===== src/rtl/pair_writeback_pkg.sv =====
// Shared types and constants for the pair write-back stage: state encoding,
// default widths and the legal read-latency range.
`default_nettype none

package pipeline_pkg;

  localparam int PW_ADDR_SIZE   = 5;
  localparam int PW_DATA_WIDTH  = 16;
  localparam int PW_RD_LATENCY  = 2;
  localparam int RD_LATENCY_MIN = 1;
  localparam int RD_LATENCY_MAX = 4;

  typedef enum logic [1:0] {
    IDLE  = 2'd0,
    RUN   = 2'd1,
    DRAIN = 2'd2,
    DONE  = 2'd3
  } pw_state_e;

  function automatic logic [3:0] state_code(input pw_state_e s);
    return {2'b00, s};
  endfunction

endpackage

`default_nettype wire


===== src/rtl/pair_writeback_if.sv =====
// Read-request / result-write bundle between the read driver, RAM and the
// pair write-back stage.
`default_nettype none

interface pair_writeback_if #(
  parameter int ADDR_SIZE  = 5,
  parameter int DATA_WIDTH = 16
) ();

  logic                  i_rden;
  logic [ADDR_SIZE-1:0]  i_rdaddr_A;
  logic [DATA_WIDTH-1:0] i_rddata_A;
  logic [DATA_WIDTH-1:0] i_rddata_B;
  logic                  o_wren;
  logic [ADDR_SIZE-1:0]  o_wraddr;
  logic [DATA_WIDTH-1:0] o_wrdata;
  logic                  o_busy;
  logic                  o_done;
  logic [ADDR_SIZE-1:0]  o_pair_cnt;
  logic                  o_ovf;
  logic [3:0]            o_state_HEX0;

  // The write-back block consumes requests and produces results.
  modport slave (
    input  i_rden, i_rdaddr_A, i_rddata_A, i_rddata_B,
    output o_wren, o_wraddr, o_wrdata, o_busy, o_done,
           o_pair_cnt, o_ovf, o_state_HEX0
  );

  modport master (
    output i_rden, i_rdaddr_A, i_rddata_A, i_rddata_B,
    input  o_wren, o_wraddr, o_wrdata, o_busy, o_done,
           o_pair_cnt, o_ovf, o_state_HEX0
  );

endinterface

`default_nettype wire


===== src/rtl/pair_writeback_rd_delay_line.sv =====
// Valid + address shift register matching the RAM read latency; stage 0
// samples the request, the last stage lines up with the returned data.
`default_nettype none

module rd_delay_line #(
  parameter int DEPTH  = 2,
  parameter int ADDR_W = 5
) (
  input  logic              clk_i,
  input  logic              rst_ni,
  input  logic              valid_i,
  input  logic [ADDR_W-1:0] addr_i,
  output logic              valid_o,
  output logic [ADDR_W-1:0] addr_o,
  output logic              any_valid_o
);

  logic [DEPTH-1:0]  valid_q;
  logic [ADDR_W-1:0] addr_q [DEPTH];

  always_ff @(posedge clk_i or negedge rst_ni) begin
    if (!rst_ni) begin
      valid_q <= '0;
      for (int i = 0; i < DEPTH; i++) begin
        addr_q[i] <= '0;
      end
    end else begin
      valid_q[0] <= valid_i;
      addr_q[0]  <= addr_i;
      for (int i = 1; i < DEPTH; i++) begin
        valid_q[i] <= valid_q[i-1];
        addr_q[i]  <= addr_q[i-1];
      end
    end
  end

  assign valid_o     = valid_q[DEPTH-1];
  assign addr_o      = addr_q[DEPTH-1];
  assign any_valid_o = |valid_q;

endmodule

`default_nettype wire


===== src/rtl/pair_writeback.sv =====
// +--------------------------------------------------------------------------+
// | pair_writeback                                                           |
// | Tracks read requests through the RAM latency, sums the operand pair and  |
// | writes it at the pair index; reports burst busy/done, count, overflow.   |
// | Option: PAIR_WB_SATURATE_EN clamps overflowing sums to all ones.         |
// | Revision: 1.0                                                            |
// +--------------------------------------------------------------------------+
`default_nettype none

module pair_writeback
  import pipeline_pkg::*;
#(
  parameter int ADDR_SIZE  = PW_ADDR_SIZE,
  parameter int DATA_WIDTH = PW_DATA_WIDTH,
  parameter int RD_LATENCY = PW_RD_LATENCY
) (
  input  logic             i_CLK,
  input  logic             i_RST_N,
  pair_writeback_if.slave  bus
);

  if (RD_LATENCY < RD_LATENCY_MIN || RD_LATENCY > RD_LATENCY_MAX) begin : g_bad_latency
    $error("pair_writeback: RD_LATENCY must be within 1..4");
  end

  logic                  dl_valid;
  logic [ADDR_SIZE-1:0]  dl_addr;
  logic                  dl_any;

  pw_state_e             state_q, state_d;
  logic                  clear_cnt;
  logic                  wren_q, wren_d;
  logic [ADDR_SIZE-1:0]  wraddr_q, wraddr_d;
  logic [DATA_WIDTH-1:0] wrdata_q, wrdata_d;
  logic [ADDR_SIZE-1:0]  cnt_q, cnt_d;
  logic                  ovf_q, ovf_d;

  logic [DATA_WIDTH:0]   sum_full;
  logic                  carry;
  logic [DATA_WIDTH-1:0] sum_res;

  rd_delay_line #(
    .DEPTH  (RD_LATENCY),
    .ADDR_W (ADDR_SIZE)
  ) u_rd_delay_line (
    .clk_i       (i_CLK),
    .rst_ni      (i_RST_N),
    .valid_i     (bus.i_rden),
    .addr_i      (bus.i_rdaddr_A),
    .valid_o     (dl_valid),
    .addr_o      (dl_addr),
    .any_valid_o (dl_any)
  );

  always_comb begin
    sum_full = {1'b0, bus.i_rddata_A} + {1'b0, bus.i_rddata_B};
    carry    = sum_full[DATA_WIDTH];
`ifdef PAIR_WB_SATURATE_EN
    sum_res  = carry ? '1 : sum_full[DATA_WIDTH-1:0];
`else
    sum_res  = sum_full[DATA_WIDTH-1:0];
`endif
  end

  // Leaving DRAIN only needs the delay line empty: its last stage is what
  // would load the output stage, so the write register empties on that edge.
  always_comb begin
    state_d   = state_q;
    clear_cnt = 1'b0;
    case (state_q)
      IDLE: begin
        if (bus.i_rden) begin
          state_d   = RUN;
          clear_cnt = 1'b1;
        end
      end
      RUN: begin
        if (!bus.i_rden) state_d = DRAIN;
      end
      DRAIN: begin
        if (bus.i_rden)   state_d = RUN;
        else if (!dl_any) state_d = DONE;
      end
      DONE: begin
        if (bus.i_rden) begin
          state_d   = RUN;
          clear_cnt = 1'b1;
        end else begin
          state_d   = IDLE;
        end
      end
      default: state_d = IDLE;
    endcase
  end

  always_comb begin
    wren_d   = dl_valid;
    wraddr_d = dl_valid ? (dl_addr >> 1) : wraddr_q;
    wrdata_d = dl_valid ? sum_res : wrdata_q;
    cnt_d    = (clear_cnt ? '0 : cnt_q) + ADDR_SIZE'(dl_valid);
    ovf_d    = (clear_cnt ? 1'b0 : ovf_q) | (dl_valid & carry);
  end

  always_ff @(posedge i_CLK or negedge i_RST_N) begin
    if (!i_RST_N) begin
      state_q  <= IDLE;
      wren_q   <= 1'b0;
      wraddr_q <= '0;
      wrdata_q <= '0;
      cnt_q    <= '0;
      ovf_q    <= 1'b0;
    end else begin
      state_q  <= state_d;
      wren_q   <= wren_d;
      wraddr_q <= wraddr_d;
      wrdata_q <= wrdata_d;
      cnt_q    <= cnt_d;
      ovf_q    <= ovf_d;
    end
  end

  assign bus.o_wren       = wren_q;
  assign bus.o_wraddr     = wraddr_q;
  assign bus.o_wrdata     = wrdata_q;
  assign bus.o_busy       = (state_q == RUN) || (state_q == DRAIN);
  assign bus.o_done       = (state_q == DONE);
  assign bus.o_pair_cnt   = cnt_q;
  assign bus.o_ovf        = ovf_q;
  assign bus.o_state_HEX0 = state_code(state_q);

endmodule

`default_nettype wire


===== src/flat_wrapper.sv =====
// flat-port wrapper written by rule: the top's interface ports become plain ports
module pair_writeback_flat import pipeline_pkg::*;
#(
  parameter int ADDR_SIZE  = PW_ADDR_SIZE,
  parameter int DATA_WIDTH = PW_DATA_WIDTH,
  parameter int RD_LATENCY = PW_RD_LATENCY
)
  (i_CLK, i_RST_N, bus_i_rden, bus_i_rdaddr_A, bus_i_rddata_A, bus_i_rddata_B, bus_o_wren, bus_o_wraddr, bus_o_wrdata, bus_o_busy, bus_o_done, bus_o_pair_cnt, bus_o_ovf, bus_o_state_HEX0);
  pair_writeback_if #(.ADDR_SIZE(ADDR_SIZE), .DATA_WIDTH(DATA_WIDTH)) bus_i ();
  input  logic i_CLK;
  input  logic i_RST_N;
  input wire logic [$bits(bus_i.i_rden)-1:0] bus_i_rden;
  input wire logic [$bits(bus_i.i_rdaddr_A)-1:0] bus_i_rdaddr_A;
  input wire logic [$bits(bus_i.i_rddata_A)-1:0] bus_i_rddata_A;
  input wire logic [$bits(bus_i.i_rddata_B)-1:0] bus_i_rddata_B;
  output wire logic [$bits(bus_i.o_wren)-1:0] bus_o_wren;
  output wire logic [$bits(bus_i.o_wraddr)-1:0] bus_o_wraddr;
  output wire logic [$bits(bus_i.o_wrdata)-1:0] bus_o_wrdata;
  output wire logic [$bits(bus_i.o_busy)-1:0] bus_o_busy;
  output wire logic [$bits(bus_i.o_done)-1:0] bus_o_done;
  output wire logic [$bits(bus_i.o_pair_cnt)-1:0] bus_o_pair_cnt;
  output wire logic [$bits(bus_i.o_ovf)-1:0] bus_o_ovf;
  output wire logic [$bits(bus_i.o_state_HEX0)-1:0] bus_o_state_HEX0;
  assign bus_i.i_rden = bus_i_rden;
  assign bus_i.i_rdaddr_A = bus_i_rdaddr_A;
  assign bus_i.i_rddata_A = bus_i_rddata_A;
  assign bus_i.i_rddata_B = bus_i_rddata_B;
  assign bus_o_wren = bus_i.o_wren;
  assign bus_o_wraddr = bus_i.o_wraddr;
  assign bus_o_wrdata = bus_i.o_wrdata;
  assign bus_o_busy = bus_i.o_busy;
  assign bus_o_done = bus_i.o_done;
  assign bus_o_pair_cnt = bus_i.o_pair_cnt;
  assign bus_o_ovf = bus_i.o_ovf;
  assign bus_o_state_HEX0 = bus_i.o_state_HEX0;
  pair_writeback #(.ADDR_SIZE(ADDR_SIZE), .DATA_WIDTH(DATA_WIDTH), .RD_LATENCY(RD_LATENCY)) u_core (.i_CLK(i_CLK), .i_RST_N(i_RST_N), .bus(bus_i));
endmodule

===== config.mk =====
export PLATFORM = sky130hd
export DESIGN_NAME = pair_writeback_flat
export DESIGN_NICKNAME = d
export VERILOG_FILES = /design/src/rtl/pair_writeback_pkg.sv /design/src/rtl/pair_writeback_if.sv /design/src/rtl/pair_writeback_rd_delay_line.sv /design/src/rtl/pair_writeback.sv /design/src/flat_wrapper.sv
export SDC_FILE = /design/constraint.sdc
export NUM_CORES = 1
export LEC_CHECK = 0
export ABC_CLOCK_PERIOD_IN_PS = 2000
export CORE_UTILIZATION = 42
export CTS_CLUSTER_SIZE = 12
export DETAILED_ROUTE_END_ITERATION = 16
export PLACE_DENSITY = 0.79
export SLEW_MARGIN = 30
export SYNTH_ARGS = -nofsm -noshare
export SYNTH_HDL_FRONTEND = slang
export SYNTH_HIERARCHICAL = 1
export SYNTH_SLANG_ARGS = --single-unit

===== constraint.sdc =====
create_clock -name i_CLK -period 2 [get_ports i_CLK]
set_input_delay 0.6 -clock i_CLK [delete_from_list [all_inputs] [get_ports i_CLK]]
set_output_delay 0.6 -clock i_CLK [all_outputs]
set_load 0.01 [all_outputs]

==> impl_metrics.env <==
export IMPL_outcome="complete, but fails checks"
export IMPL_violations="negative setup slack"
export IMPL_initial_core_util_pct=43.70
export IMPL_diodes=0
export IMPL_final_common_cell="buf_4"
export IMPL_die_area_um2=5610
export IMPL_worst_skew_pair_late_latency_ns=0.29
export IMPL_setup_viol=5
export IMPL_root_buffer="clkbuf_8"
export IMPL_drt_initial_drc_count=63
export IMPL_met3_usage_pct=4.819
export IMPL_grt_pass1_vias=1998
export IMPL_portBuffers=69
export IMPL_final_area_um2=3860
export IMPL_gr_usage_met2_pct=39.84
export IMPL_layout_common_cells="buf_4 (53), dfrtp_1 (39), clkdlybuf4s50_1 (36)"
export IMPL_syn_area_um2=2232
export IMPL_critPathArrivalTime_ns=2.42
export IMPL_p_per_area_nw_per_um2=835.2
export IMPL_globalplace_congestion=0.7942
export IMPL_die_w_um=74.90
export IMPL_wl_um=5700
export IMPL_num_vias=1906
export IMPL_clk_pin_slew_ns=0.08
export IMPL_design_core_area_um2=5107
export IMPL_critPathKind="input port to flip-flop"
export IMPL_cap_violations=0
export IMPL_grtUsageMet1_pct=23.97
export IMPL_fin_worst_skew_ns=0.007027
export IMPL_route_detailed_drc=0
export IMPL_grt_pass1_wl_um=8866
export IMPL_syn_area_per_cell_um2=11.57
export IMPL_syn_to_final_growth_pct=72.93
export IMPL_drv_slew=0
export IMPL_drtPass1Iterations=4
export IMPL_grt_busiest_layer="met2"
export IMPL_grtUsageTotal_pct=21.38
export IMPL_crit_path_start_kind="input port"
export IMPL_place_area_um2=3332
export IMPL_dieHeight_um=74.90
export IMPL_cts_tree="built"
export IMPL_fillers=332
export IMPL_place_worst_setup_slack_ns=-0.8644
export IMPL_p_leak_nw=1.691
export IMPL_grt_ovfl_total=0
export IMPL_dp_hpwl_um=3908
export IMPL_via_per_inst=4.875
export IMPL_ant_nets=0
export IMPL_fin_nets=384
export IMPL_htreeDepth=2
export IMPL_holdBufCountCts=0
export IMPL_endpoint_kind="flip-flop"
export IMPL_layout_setup_ws_ns=-0.1940
export IMPL_path_max_fanout=6
export IMPL_synthCells=193
export IMPL_finalCritPeriodShare_pct=109.7
export IMPL_drt_wirelength_per_cell_um=14.58
export IMPL_drive_above_1_share_pct=45.48
export IMPL_numCtsBuffers=5
export IMPL_required_ns=2.23
export IMPL_antenna_found_initial=0
export IMPL_num_io_pins=74
export IMPL_clockBufferDepth=2
export IMPL_row_count=26
export IMPL_rsz0062_at_grt="true"
export IMPL_grt_max_degree=22
export IMPL_fin_crit_ns=2.194
export IMPL_synth_warnings=6
export IMPL_max_freq_mhz=455.8
export IMPL_irDropWorstVdd_mv=0.7458
export IMPL_hold_violations=0
export IMPL_hp_class="input port to asynchronous set/reset pin"
export IMPL_cts_sinks=39
-- per-layer routing --
metal	vias up	wire length, um
li1	937	-
met1	908	2366
met2	51	3003
met3	10	233
met4	0	97
met5	-	0
-- state kept, by name (all words and copies together) (netlist names) --
signal / cells
u_core/u_rd_delay_line/addr_o: 4
u_core/bus.o_wren: 1
u_core/u_rd_delay_line/valid_q: 2
u_core/bus.o_pair_cnt: 5
u_core/bus.o_ovf: 1
u_core/state_q: 2
u_core/bus.o_wraddr: 4
u_core/u_rd_delay_line/addr_q: 4
u_core/bus.o_wrdata: 16
-- worst max-delay path, stage by stage --
cell and delay, ns:
clkdlybuf4s15_1 0.20, ha_4 0.32, nand2_2 0.07, o21ai_4 0.18, a21o_1 0.20, a221oi_4 0.09, buf_4 0.16, or4b_4 0.53
nand3_2 0.07
-- final cells by class --
| type | count | area [um2] | area share [%] |
|---|---|---|---|
| Multi-Input combinational cell | 141 | 1559 | 40.39 |
| Timing Repair Buffer | 128 | 1106 | 28.65 |
| Sequential cell | 39 | 975.9 | 25.28 |
| Tap cell | 70 | 87.58 | 2.269 |
| Clock buffer | 5 | 68.82 | 1.783 |
| Clock inverter | 3 | 43.79 | 1.135 |
| Inverter | 5 | 18.77 | 0.4862 |
-- power by group --
group	switching (mW)	internal, mW	total [mW]
Clock	0.278	0.371	0.649
Sequential	0.0991	0.954	1.05
Combinational	0.641	0.880	1.52
-- stage by stage --
stage / std cells / power, mW / setup TNS [ns] / hold WS (ns) / util [%]
detailed placement: 365 / 2.423 / -9.653 / 0.3380 / 65.24
floorplan: 195 / 1.717 / -1.044 / 0.3044 / -
global placement: 365 / 2.392 / -9.195 / 0.3323 / 65.24
CTS: 388 / 3.190 / -0.2855 / 0.2605 / 73.59
global route: 391 / 3.437 / -0.7853 / 0.2735 / 75.58
finish: 391 / 3.224 / -0.5362 / 0.2525 / 75.58
-- path summary, 6_finish.rpt --
path	start	to	cells after the start	slack (ns)
setup / recovery	bus_i_rddata_B[9]	u_core/bus.o_wrdata[14]$_DFFE_PN0P_	9	-0.19
hold / removal	i_RST_N	u_core/bus.o_pair_cnt[2]$_DFF_PN0_	1	0.25
setup reg to reg	u_core/state_q[1]$_DFFE_PN0P_	u_core/bus.o_pair_cnt[4]$_DFF_PN0_	9	0.12
hold reg to reg	u_core/u_rd_delay_line/addr_q[9]$_DFF_PN0_	u_core/u_rd_delay_line/addr_o[4]$_DFF_PN0_	0	0.35
max in group asynchronous	i_RST_N	u_core/bus.o_wrdata[2]$_DFFE_PN0P_	2	1.22
min in group i_CLK	u_core/u_rd_delay_line/addr_q[9]$_DFF_PN0_	u_core/u_rd_delay_line/addr_o[4]$_DFF_PN0_	0	0.35
-- timing repair --
item                                    in CTS  in global routing
endpoints found under the setup margin      15                 10
cloned                                       0                  0
pin swaps                                   35                 14
resized for setup                          109                 19
setup buffers                               15                  3
Power figures use the tool's default switching activity.
